**src/rtl/mips_pkg.sv**
```systemverilog
// Shared widths and the read-owner encoding for the unified-memory core.
package mips_pkg;

    localparam int unsigned MEM_ADDR_W = 10;
    localparam int unsigned MEM_DATA_W = 32;

    typedef enum logic [1:0] {
        OWN_NONE,
        OWN_IF,
        OWN_D
    } owner_e;

endpackage : mips_pkg

```
**src/rtl/mem_arbiter.sv**
```systemverilog
// Fetch/load-store arbiter for one single-port memory with 1-cycle read latency.
// Build option MEM_ARB_RR_EN: round-robin tie break instead of data-first + MAX_WAIT.
module mem_arbiter
    import mips_pkg::*;
#(
    parameter int unsigned ADDR_W   = MEM_ADDR_W,
    parameter int unsigned DATA_W   = MEM_DATA_W,
    parameter int unsigned MAX_WAIT = 4
) (
    input  logic              clk,
    input  logic              rst,
    input  logic              if_req,
    input  logic [ADDR_W-1:0] if_addr,
    output logic              if_gnt,
    output logic              if_rvalid,
    output logic [DATA_W-1:0] if_rdata,
    input  logic              d_req,
    input  logic              d_we,
    input  logic [ADDR_W-1:0] d_addr,
    input  logic [DATA_W-1:0] d_wdata,
    output logic              d_gnt,
    output logic              d_rvalid,
    output logic [DATA_W-1:0] d_rdata,
    output logic              mem_en,
    output logic              mem_we,
    output logic [ADDR_W-1:0] mem_addr,
    output logic [DATA_W-1:0] mem_wdata,
    input  logic [DATA_W-1:0] mem_rdata
);

    owner_e state, state_nxt;
    logic   fetch_first;

`ifdef MEM_ARB_RR_EN
    // High when data won the most recent contested cycle, so fetch takes the next tie.
    logic rr_last_d;

    assign fetch_first = rr_last_d;

    always_ff @(posedge clk or posedge rst) begin
        if (rst) begin
            rr_last_d <= 1'b1;
        end else if (if_req && d_req) begin
            rr_last_d <= d_gnt;
        end
    end
`else
    localparam int unsigned WAIT_W = $clog2(MAX_WAIT + 1);

    logic [WAIT_W-1:0] wait_cnt;

    assign fetch_first = (wait_cnt == WAIT_W'(MAX_WAIT));

    // Consecutive cycles fetch was pending but refused, saturating at MAX_WAIT.
    always_ff @(posedge clk or posedge rst) begin
        if (rst) begin
            wait_cnt <= '0;
        end else if (if_req && !if_gnt) begin
            if (wait_cnt != WAIT_W'(MAX_WAIT)) begin
                wait_cnt <= wait_cnt + WAIT_W'(1);
            end
        end else begin
            wait_cnt <= '0;
        end
    end
`endif

    always_ff @(posedge clk or posedge rst) begin
        if (rst) begin
            state <= OWN_NONE;
        end else begin
            state <= state_nxt;
        end
    end

    // Grant decision and next read owner; nothing is granted while reset is held.
    always_comb begin
        if_gnt    = 1'b0;
        d_gnt     = 1'b0;
        state_nxt = OWN_NONE;
        if (!rst) begin
            if (if_req && d_req) begin
                if_gnt = fetch_first;
                d_gnt  = !fetch_first;
            end else begin
                if_gnt = if_req;
                d_gnt  = d_req;
            end
        end
        if (if_gnt) begin
            state_nxt = OWN_IF;
        end else if (d_gnt && !d_we) begin
            state_nxt = OWN_D;
        end
    end

    assign mem_en    = if_gnt | d_gnt;
    assign mem_we    = d_gnt & d_we;
    assign mem_addr  = d_gnt ? d_addr : if_addr;
    assign mem_wdata = mem_we ? d_wdata : '0;

    assign if_rvalid = (state == OWN_IF);
    assign d_rvalid  = (state == OWN_D);
    assign if_rdata  = if_rvalid ? mem_rdata : '0;
    assign d_rdata   = d_rvalid ? mem_rdata : '0;

endmodule : mem_arbiter

```
**config.mk**
```make
export PLATFORM = sky130hd
export DESIGN_NAME = mem_arbiter
export DESIGN_NICKNAME = d
export VERILOG_FILES = /design/src/rtl/mips_pkg.sv /design/src/rtl/mem_arbiter.sv
export SDC_FILE = /design/constraint.sdc
export NUM_CORES = 1
export LEC_CHECK = 0
export ABC_AREA = 1
export BUFFER_PORTS_ARGS = -buffer_cell sky130_fd_sc_hd__buf_2
export CAP_MARGIN = 20
export CORE_AREA = 3 3 77 79
export CTS_BUF_LIST = sky130_fd_sc_hd__clkbuf_4 sky130_fd_sc_hd__clkbuf_8
export DETAILED_ROUTE_END_ITERATION = 12
export DIE_AREA = 0 0 80 82
export GPL_TIMING_DRIVEN = 0
export MAX_ROUTING_LAYER = met4
export PLACE_DENSITY = 0.74
export RECOVER_POWER = 50
export SYNTH_ARGS = -nofsm -noshare
export SYNTH_HDL_FRONTEND = slang
export SYNTH_SLANG_ARGS = --single-unit
```
**constraint.sdc**
```tcl
create_clock -name clk -period 1.27 [get_ports clk]
set_input_delay 0.1905 -clock clk [delete_from_list [all_inputs] [get_ports clk]]
set_output_delay 0.1905 -clock clk [all_outputs]
set_load 0.02 [all_outputs]
```
== Yosys cells after proc, flatten, opt, wreduce, memory -nomap -nowiden ==
Cells that the tools add are included.
Word-level totals
  flip-flop bits (word level): 5
  bits of input ports: 89
  output and inout port bits: 112
Cells by class
  add/sub/neg operators: 1
  equal/unequal tests: 5
  muxes and demuxes: 12
  bitwise logic cells: 2
  reduce and logical (&&, ||, !) cells: 6
Operator list (number)
  $mux W32: 3
  $mux W10: 1
  $mux W3: 2
  $mux W1: 4
  $mux W2: 2
  $add A3 B1 Y3 const B: 1
  $eq A3 B3 Y1 const B: 1
  $logic_and A1 B1 Y1: 3
  $logic_not A1 Y1: 3
  $ne A3 B3 Y1 const B: 1
  $eq A2 B1 Y1 const B: 1
  $eq A2 B2 Y1 const B: 1
  $ne A2 B1 Y1 const B: 1
  $and A1 B1 Y1: 1
  $or A1 B1 Y1: 1

== Depth between registers and ports, before layout ==
Gate-level depths: netlist of the first run.
  word-level depth: 7
  depth in mapped cells: 7

== Worst setup path before layout of the first run ==
Ideal clock, no wire load.
  path type: reg2out
  from: register wait_cnt[0]
  to: output port mem_wdata[2]
  data arrival time: 1.323 ns
  data required time: 1.080 ns
  slack: -0.243 ns
  stages on the path, launching flop included: 7
  buffers on the path: 1
  cell sequence: dfrtp_1 inv_1 ha_1 nand3_4 nand3_4 buf_6 nor2_1
Between the ends
  cells in the longest elaborated chain, start to end: 6
Ends and longest elaborated chain
  start: declaration: line mem_arbiter.sv:50  | logic [WAIT_W-1:0] wait_cnt;
  start signal: assignment: line mem_arbiter.sv:60  | wait_cnt <= wait_cnt + WAIT_W'(1);
  $eq A3 B3 Y1: line mem_arbiter.sv:52  | assign fetch_first = (wait_cnt == WAIT_W'(MAX_WAIT));
  $logic_not A1 Y1: line mem_arbiter.sv:84  | d_gnt = !fetch_first;
  $mux W1: line mem_arbiter.sv:82  | if (if_req && d_req) begin
  $mux W1: line mem_arbiter.sv:81  | if (!rst) begin
  $and A1 B1 Y1: line mem_arbiter.sv:98  | assign mem_we = d_gnt & d_we;
  $mux W32: line mem_arbiter.sv:100  | assign mem_wdata = mem_we ? d_wdata : '0;
  end: declaration: line mem_arbiter.sv:27  | output logic [DATA_W-1:0] mem_wdata,
No other way between the ends.

== Worst setup path after layout of the first run ==
  from: register state[1]
  to: output port if_rdata[6]
Between the ends
  cells in the longest elaborated chain, start to end: 2
Ends and longest elaborated chain
  start: declaration: line mem_arbiter.sv:31  | owner_e state, state_nxt;
  start signal: assignment: line mem_arbiter.sv:72  | state <= state_nxt;
  $eq A2 B1 Y1: line mem_arbiter.sv:102  | assign if_rvalid = (state == OWN_IF);
  $mux W32: line mem_arbiter.sv:104  | assign if_rdata = if_rvalid ? mem_rdata : '0;
  end: declaration: line mem_arbiter.sv:16  | output logic [DATA_W-1:0] if_rdata,
No other way between the ends.

==> results.ini, run 1 <==
[routing]
dr.pass1.iters=4
wl_per_cell_um=16.2
via_per_inst=4.43
vias=2443
drc=0
first_iter_violations=65
wirelength_mm=8.95
postRouteAntennaNets=0

[finish]
nNetsFinal=570
drive_gt1_share_pct=77.2
area_growth_pct=245
fin_cells=552

[timing]
fin_hold_ws_ps=175
hold_viol=0
fin_crit_sh_pct=137
worst_slew_pin_slew_ps=300
finalMaxSlewViolations=0
rsz0062_at_grt=true
post-route-min-period_ps=1740
relSlewSlack_pct=80.0
fin_ws_ps=-475
setup_violations=115
skew_ps=0.573
fmax_ghz=0.573

[setup_path]
critPathLaunch=state[1]
reg2regPathDepth=10
worstSetupPathType=flip-flop to output port
worst_setup_path_start_kind=flip-flop
endpoint_kind=output port
crit_fanout=5
critical_path_depth=6
cp_common_cell=buf_12
slowest_stage=dfrtp_2
r2r_start=wait_cnt[0]
arrival_ps=1550
reg2reg_slack_ps=-90
crit_buf_inv=4
cpPeakStageDelay_ps=430
cp.required_ps=1080
endpoint=if_rdata[6]
r2r_end=wait_cnt[2]
cp_top_family=buffers and inverters
path_cells=or2_4, buf_12, buf_12, buf_12, nor2_4, buf_6

[floorplan]
core_mm2=0.00541
die_w_um=80
ioPinCount=201
rows=27
dieArea_mm2=0.00656
start_util_pct=22.4
die_h_um=82

[power_and_ir_drop]
powerDensity_mw_per_mm2=442
ir_drop_mv=0.820
power.leakage_nw=2.20

[placed_design]
dp_hpwl_mm=4.82
dp_cells=521
io_buffers=200
gp_congestion=0.756

[yosys]
synth.net_count=340
ys_warn_count=0
yosys.area.top_type=nor2_1
yosys.area.top_type_share_pct=29.8
yosysUniqueCellTypes=14
syn_inst=249
synth_seq_cells=5
syn_area_mm2=0.00121
avgSynthCellArea_um2=4.86
synthTopCellsByArea=nor2_1 (30%), inv_1 (24%), dfrtp_1 (10%)
seq_area_frac_synth_pct=10.3

[run]
maxCapViolCount=0

[outcome]
status=finished, violations left
violations=negative setup slack

[cts]
clkTransAtPathRegs_ps=30
cts_buffer_depth=2
numCtsBuffers=3
clkLatencyLatePin_ps=220
cts-root-buf=clkbuf_8
cts_max_level=1
cts_tree=yes
cts_sinks=5

[hold_path]
holdPathStages=2
hold_class=input port to flip-flop

[global_routing]
grt_first_pass_wirelength_mm=10.9
grt_pass1_vias=2257
grt_usage_pct=21.5
grt_overflow=0
antenna_found_initial=2
grt_max_degree=11

## flip-flops by register name (all words and copies together), names as in the netlist
register,flops
wait_cnt,3
state,2
## through the flow
step                util [%]  setup TNS [ps]  cell area (um2)  total power, mW  setup WS [ps]
global placement        48.6           -9010             2630             1.01           -246
floorplan                  -           -1810             1530            0.727          -94.6
finish                  77.2          -34960             4170             1.85           -475
global route            77.2          -41690             4170             1.95           -519
detailed placement      48.6          -10960             2630             1.03           -278
CTS                     68.3          -32370             3690             1.65           -460
## cells in the mapped netlist
cell,count
nor2_1,96
inv_1,77
nand2_1,32
nand3_1,12
buf_6,9
nor2_2,7
dfrtp_1,5
buf_2,3
ha_1,2
nand3_4,2
buf_4,1
nand2_4,1
nor2_4,1
or2_1,1
## cell usage in the layout, fill, tap and decap left out, drive strengths merged
cell type and instances:
dfrtp 5, inv 74, clkinv 2, clkbuf 4, nand2 33, nor2 104, clkinvlp 1, buf 237
or2 1, diode 2, nand3 14, dlygate4sd3 1, ha 2
## cell type report
type | instances | area, um2
diodes | 2 | 5.00
clock buffers | 4 | 48.8
well taps | 72 | 90.1
inverters | 77 | 303
plain buffers | 11 | 184
fillers | 332 | 1230
repair buffers | 227 | 1950
multi-input cells | 154 | 1460
flip-flops and latches | 5 | 126
## logic make-up after synthesis
group | Yosys count | synth area share [%]
simple gates | 152 | 53.5
buf+inv | 90 | 34.1
flops | 5 | 10.3
fa+ha+maj | 2 | 2.07
## power breakdown
part,internal (mW),total (mW),switching (mW)
Combinational,0.618,1.35,0.729
Sequential,0.175,0.193,0.0172
Clock,0.236,0.306,0.0704
Total,1.03,1.85,0.816
## repair_timing
action                                  CTS  global route
endpoints found under the hold margin     5             0
cloned                                    8             0
hold buffers                              1             0
pin swaps                                 2             6
endpoints found under the setup margin  112           116
gates resized for setup                 249           109
setup buffers                            10             9
## routing by layer
metal / track usage [%] / wire (um)
met1: 20.1 / 2760
met2: 43.0 / 5040
met3: 4.17 / 772
met4: 7.94 / 381
met5: - / 0
## how the worst min path moves through the flow
stage | from | end | slack, ps
after floorplan | rst | state[0] | -30
after global placement | rst | wait_cnt[1] | 130
after detailed placement | rst | state[1] | 140
after CTS | d_we | state[1] | 170
after global routing | d_we | state[1] | 180
final | d_we | state[1] | 180
No activity file was read; power rests on OpenSTA's default activity.
==> inputs of run 2 (changes only) <==
--- a/config.mk
+++ b/config.mk
@@ -16,6 +16,7 @@
 export MAX_ROUTING_LAYER = met4
 export PLACE_DENSITY = 0.74
 export RECOVER_POWER = 50
+export SETUP_SLACK_MARGIN = 0.4
 export SYNTH_ARGS = -nofsm -noshare
 export SYNTH_HDL_FRONTEND = slang
 export SYNTH_SLANG_ARGS = --single-unit
==> results.ini, run 2 (same netlist as run 1, synthesis figures left out) <==
[cts]
cts_tree=yes  ; unchanged
clkTransAtPathRegs_ps=40  ; was 30 ps
cts-root-buf=clkbuf_8  ; unchanged
cts_max_level=1  ; unchanged
numCtsBuffers=3  ; unchanged
cts_buffer_depth=2  ; unchanged
clkLatencyLatePin_ps=220  ; about the same
cts_sinks=5  ; unchanged

[floorplan]
ioPinCount=201  ; unchanged
rows=27  ; unchanged
dieArea_mm2=0.00656  ; unchanged
core_mm2=0.00541  ; unchanged
start_util_pct=22.4  ; unchanged
die_w_um=80  ; unchanged
die_h_um=82  ; unchanged

[global_routing]
grt_first_pass_wirelength_mm=11.7  ; was 10.9 mm
grt_usage_pct=23.1  ; was 21.5%
antenna_found_initial=1  ; was 2
grt_pass1_vias=2430  ; was 2,257
grt_max_degree=11  ; unchanged
grt_overflow=0  ; unchanged

[finish]
mostFrequentLayoutCells=buf_6 (114), nor2_4 (94), buf_2 (87), inv_1 (69), nand2_4 (20)  ; was buf_2 (102), nor2_4 (94), buf_6 (94), inv_1 (69), buf_4 (20)
drive_gt1_share_pct=79.1  ; was 77.2%
design_area_mm2=0.00457  ; was 0.00417 mm2
multi_input_area_mm2=0.00159  ; was 0.00146 mm2
regArea_um2=126  ; unchanged
area_growth_pct=278  ; was 245%
fin_cells=557  ; was 552
nNetsFinal=576  ; was 570
utilization_pct=84.6  ; was 77.2%
fillers=262  ; was 332
final_common_cell=buf_6  ; was buf_2
registers.top_by_ff_count=wait_cnt  ; unchanged
top_regs=wait_cnt x3, state x2  ; unchanged
largest_reg_flops=3  ; unchanged

[timing]
fin_crit_sh_pct=136  ; was 137%
fin_tns_setup_ps=-37510  ; was -34,960 ps
rsz0062_at_grt=true  ; unchanged
relSlewSlack_pct=82.0  ; was 80.0%
post-route-min-period_ps=1730  ; was 1740 ps
setup_violations=116  ; was 115
fmax_ghz=0.579  ; was 0.573 GHz
hold_viol=0  ; unchanged
fin_ws_ps=-458  ; was -475 ps
skew_ps=0.212  ; was 0.573 ps
fin_hold_ws_ps=168  ; was 175 ps
finalMaxSlewViolations=0  ; unchanged
worst_slew_pin_slew_ps=269  ; was 300 ps

[placed_design]
gp_congestion=0.727  ; was 0.756
dp_hpwl_mm=5.36  ; was 4.82 mm
dpl_cell_area_mm2=0.00326  ; was 0.00263 mm2
io_buffers=200  ; unchanged
dp_cells=521  ; unchanged

[routing]
wirelength_mm=9.38  ; was 8.95 mm
postRouteAntennaNets=0  ; unchanged
vias=2505  ; was 2,443
dr.pass1.iters=4  ; unchanged
via_per_inst=4.50  ; was 4.43
wl_per_cell_um=16.8  ; was 16.2 um
drc=0  ; unchanged
first_iter_violations=107  ; was 65

[setup_path]
arrival_ps=1540  ; was 1550 ps
cp.required_ps=1080  ; about the same
worst_setup_path_start_kind=flip-flop  ; unchanged
r2r_start=wait_cnt[0]  ; unchanged
reg2regPathDepth=10  ; unchanged
endpoint_kind=output port  ; unchanged
r2r_end=wait_cnt[0]  ; was wait_cnt[2]
worstSetupPathType=flip-flop to output port  ; unchanged
reg2reg_slack_ps=-170  ; was -90 ps
crit_fanout=7  ; was 5

[outcome]
violations=negative setup slack  ; unchanged
status=finished, violations left  ; unchanged

[power_and_ir_drop]
ir_drop_mv=0.505  ; was 0.820 mV
power.leakage_nw=2.33  ; was 2.20 nW
powerDensity_mw_per_mm2=439  ; was 442 mW/mm2

[hold_path]
hold_start=d_we  ; unchanged
holdPathStages=2  ; unchanged
hold_path_end=state[1]  ; unchanged
hold_class=input port to flip-flop  ; unchanged

[run]
maxCapViolCount=0  ; unchanged

-- run 2: changes by cell type in the layout (fill, tap and decap cells not counted), sizes merged --
cell    delta
inv        +1
clkbuf     +2
buf        +4
diode      -1
clkinv     -1
-- run 2: repair_timing --
action	4_1_cts	5_1_grt
cloned	7	1
setup endpoints to repair	117	117
buffers inserted	14	8
hold buffers	1	0
pin swaps	11	13
gates resized for setup	171	89
endpoints found under the hold margin	5	0
-- run 2: how the worst max path moves through the flow --
stage | slack [ps] | start | end | depth (start not counted)
2_1_floorplan | -90 | wait_cnt[1] | mem_we | 6
3_3_place_gp | -240 | wait_cnt[1] | mem_we | 7
3_5_place_dp | -250 | wait_cnt[1] | mem_we | 7
4_1_cts | -430 | wait_cnt[0] | mem_addr[2] | 9
5_1_grt | -500 | wait_cnt[0] | mem_addr[6] | 9
6_report | -460 | state[1] | if_rdata[7] | 6
-- run 2: area by class of cell --
| cell class | instances | area share [%] |
|---|---|---|
| timing repair buffer | 231 | 47.4 |
| multi-input combinational | 154 | 34.9 |
| inverter | 77 | 6.79 |
| buffer | 13 | 5.12 |
| sequential | 5 | 2.76 |
| tap | 72 | 1.97 |
| clock buffer | 4 | 1.07 |
| antenna | 1 | 0.0547 |
-- run 2: through the flow --
stage | total power [mW] | setup slack [ps]
global route | 2.11 | -503
finish | 2.01 | -458
CTS | 1.86 | -432
detailed placement | 1.24 | -254
floorplan | 0.926 | -94.6
global placement | 1.22 | -238
-- run 2: per-layer routing --
layer / up-vias / global-route usage, % / share of wire (%)
met4: 0 / 5.57 / 3.2
met5: - / - / 0
met2: 147 / 47.1 / 58
met1: 1167 / 22.2 / 32
met3: 38 / 4.28 / 7.2
li1: 1153 / - / -
-- run 2: critical path, stage by stage, from the launching register on --
cell and delay (ps):
dfrtp_2 430, or2_1 240, buf_8 160, buf_12 130, buf_16 140, nor2_4 90, buf_6 120
-- run 2: where the power goes --
| part | switching [mW] | internal [mW] | leakage, nW |
|---|---|---|---|
| Sequential | 0.0168 | 0.175 | 0.0651 |
| Combinational | 0.784 | 0.716 | 2.24 |
| Clock | 0.0775 | 0.237 | 0.0262 |
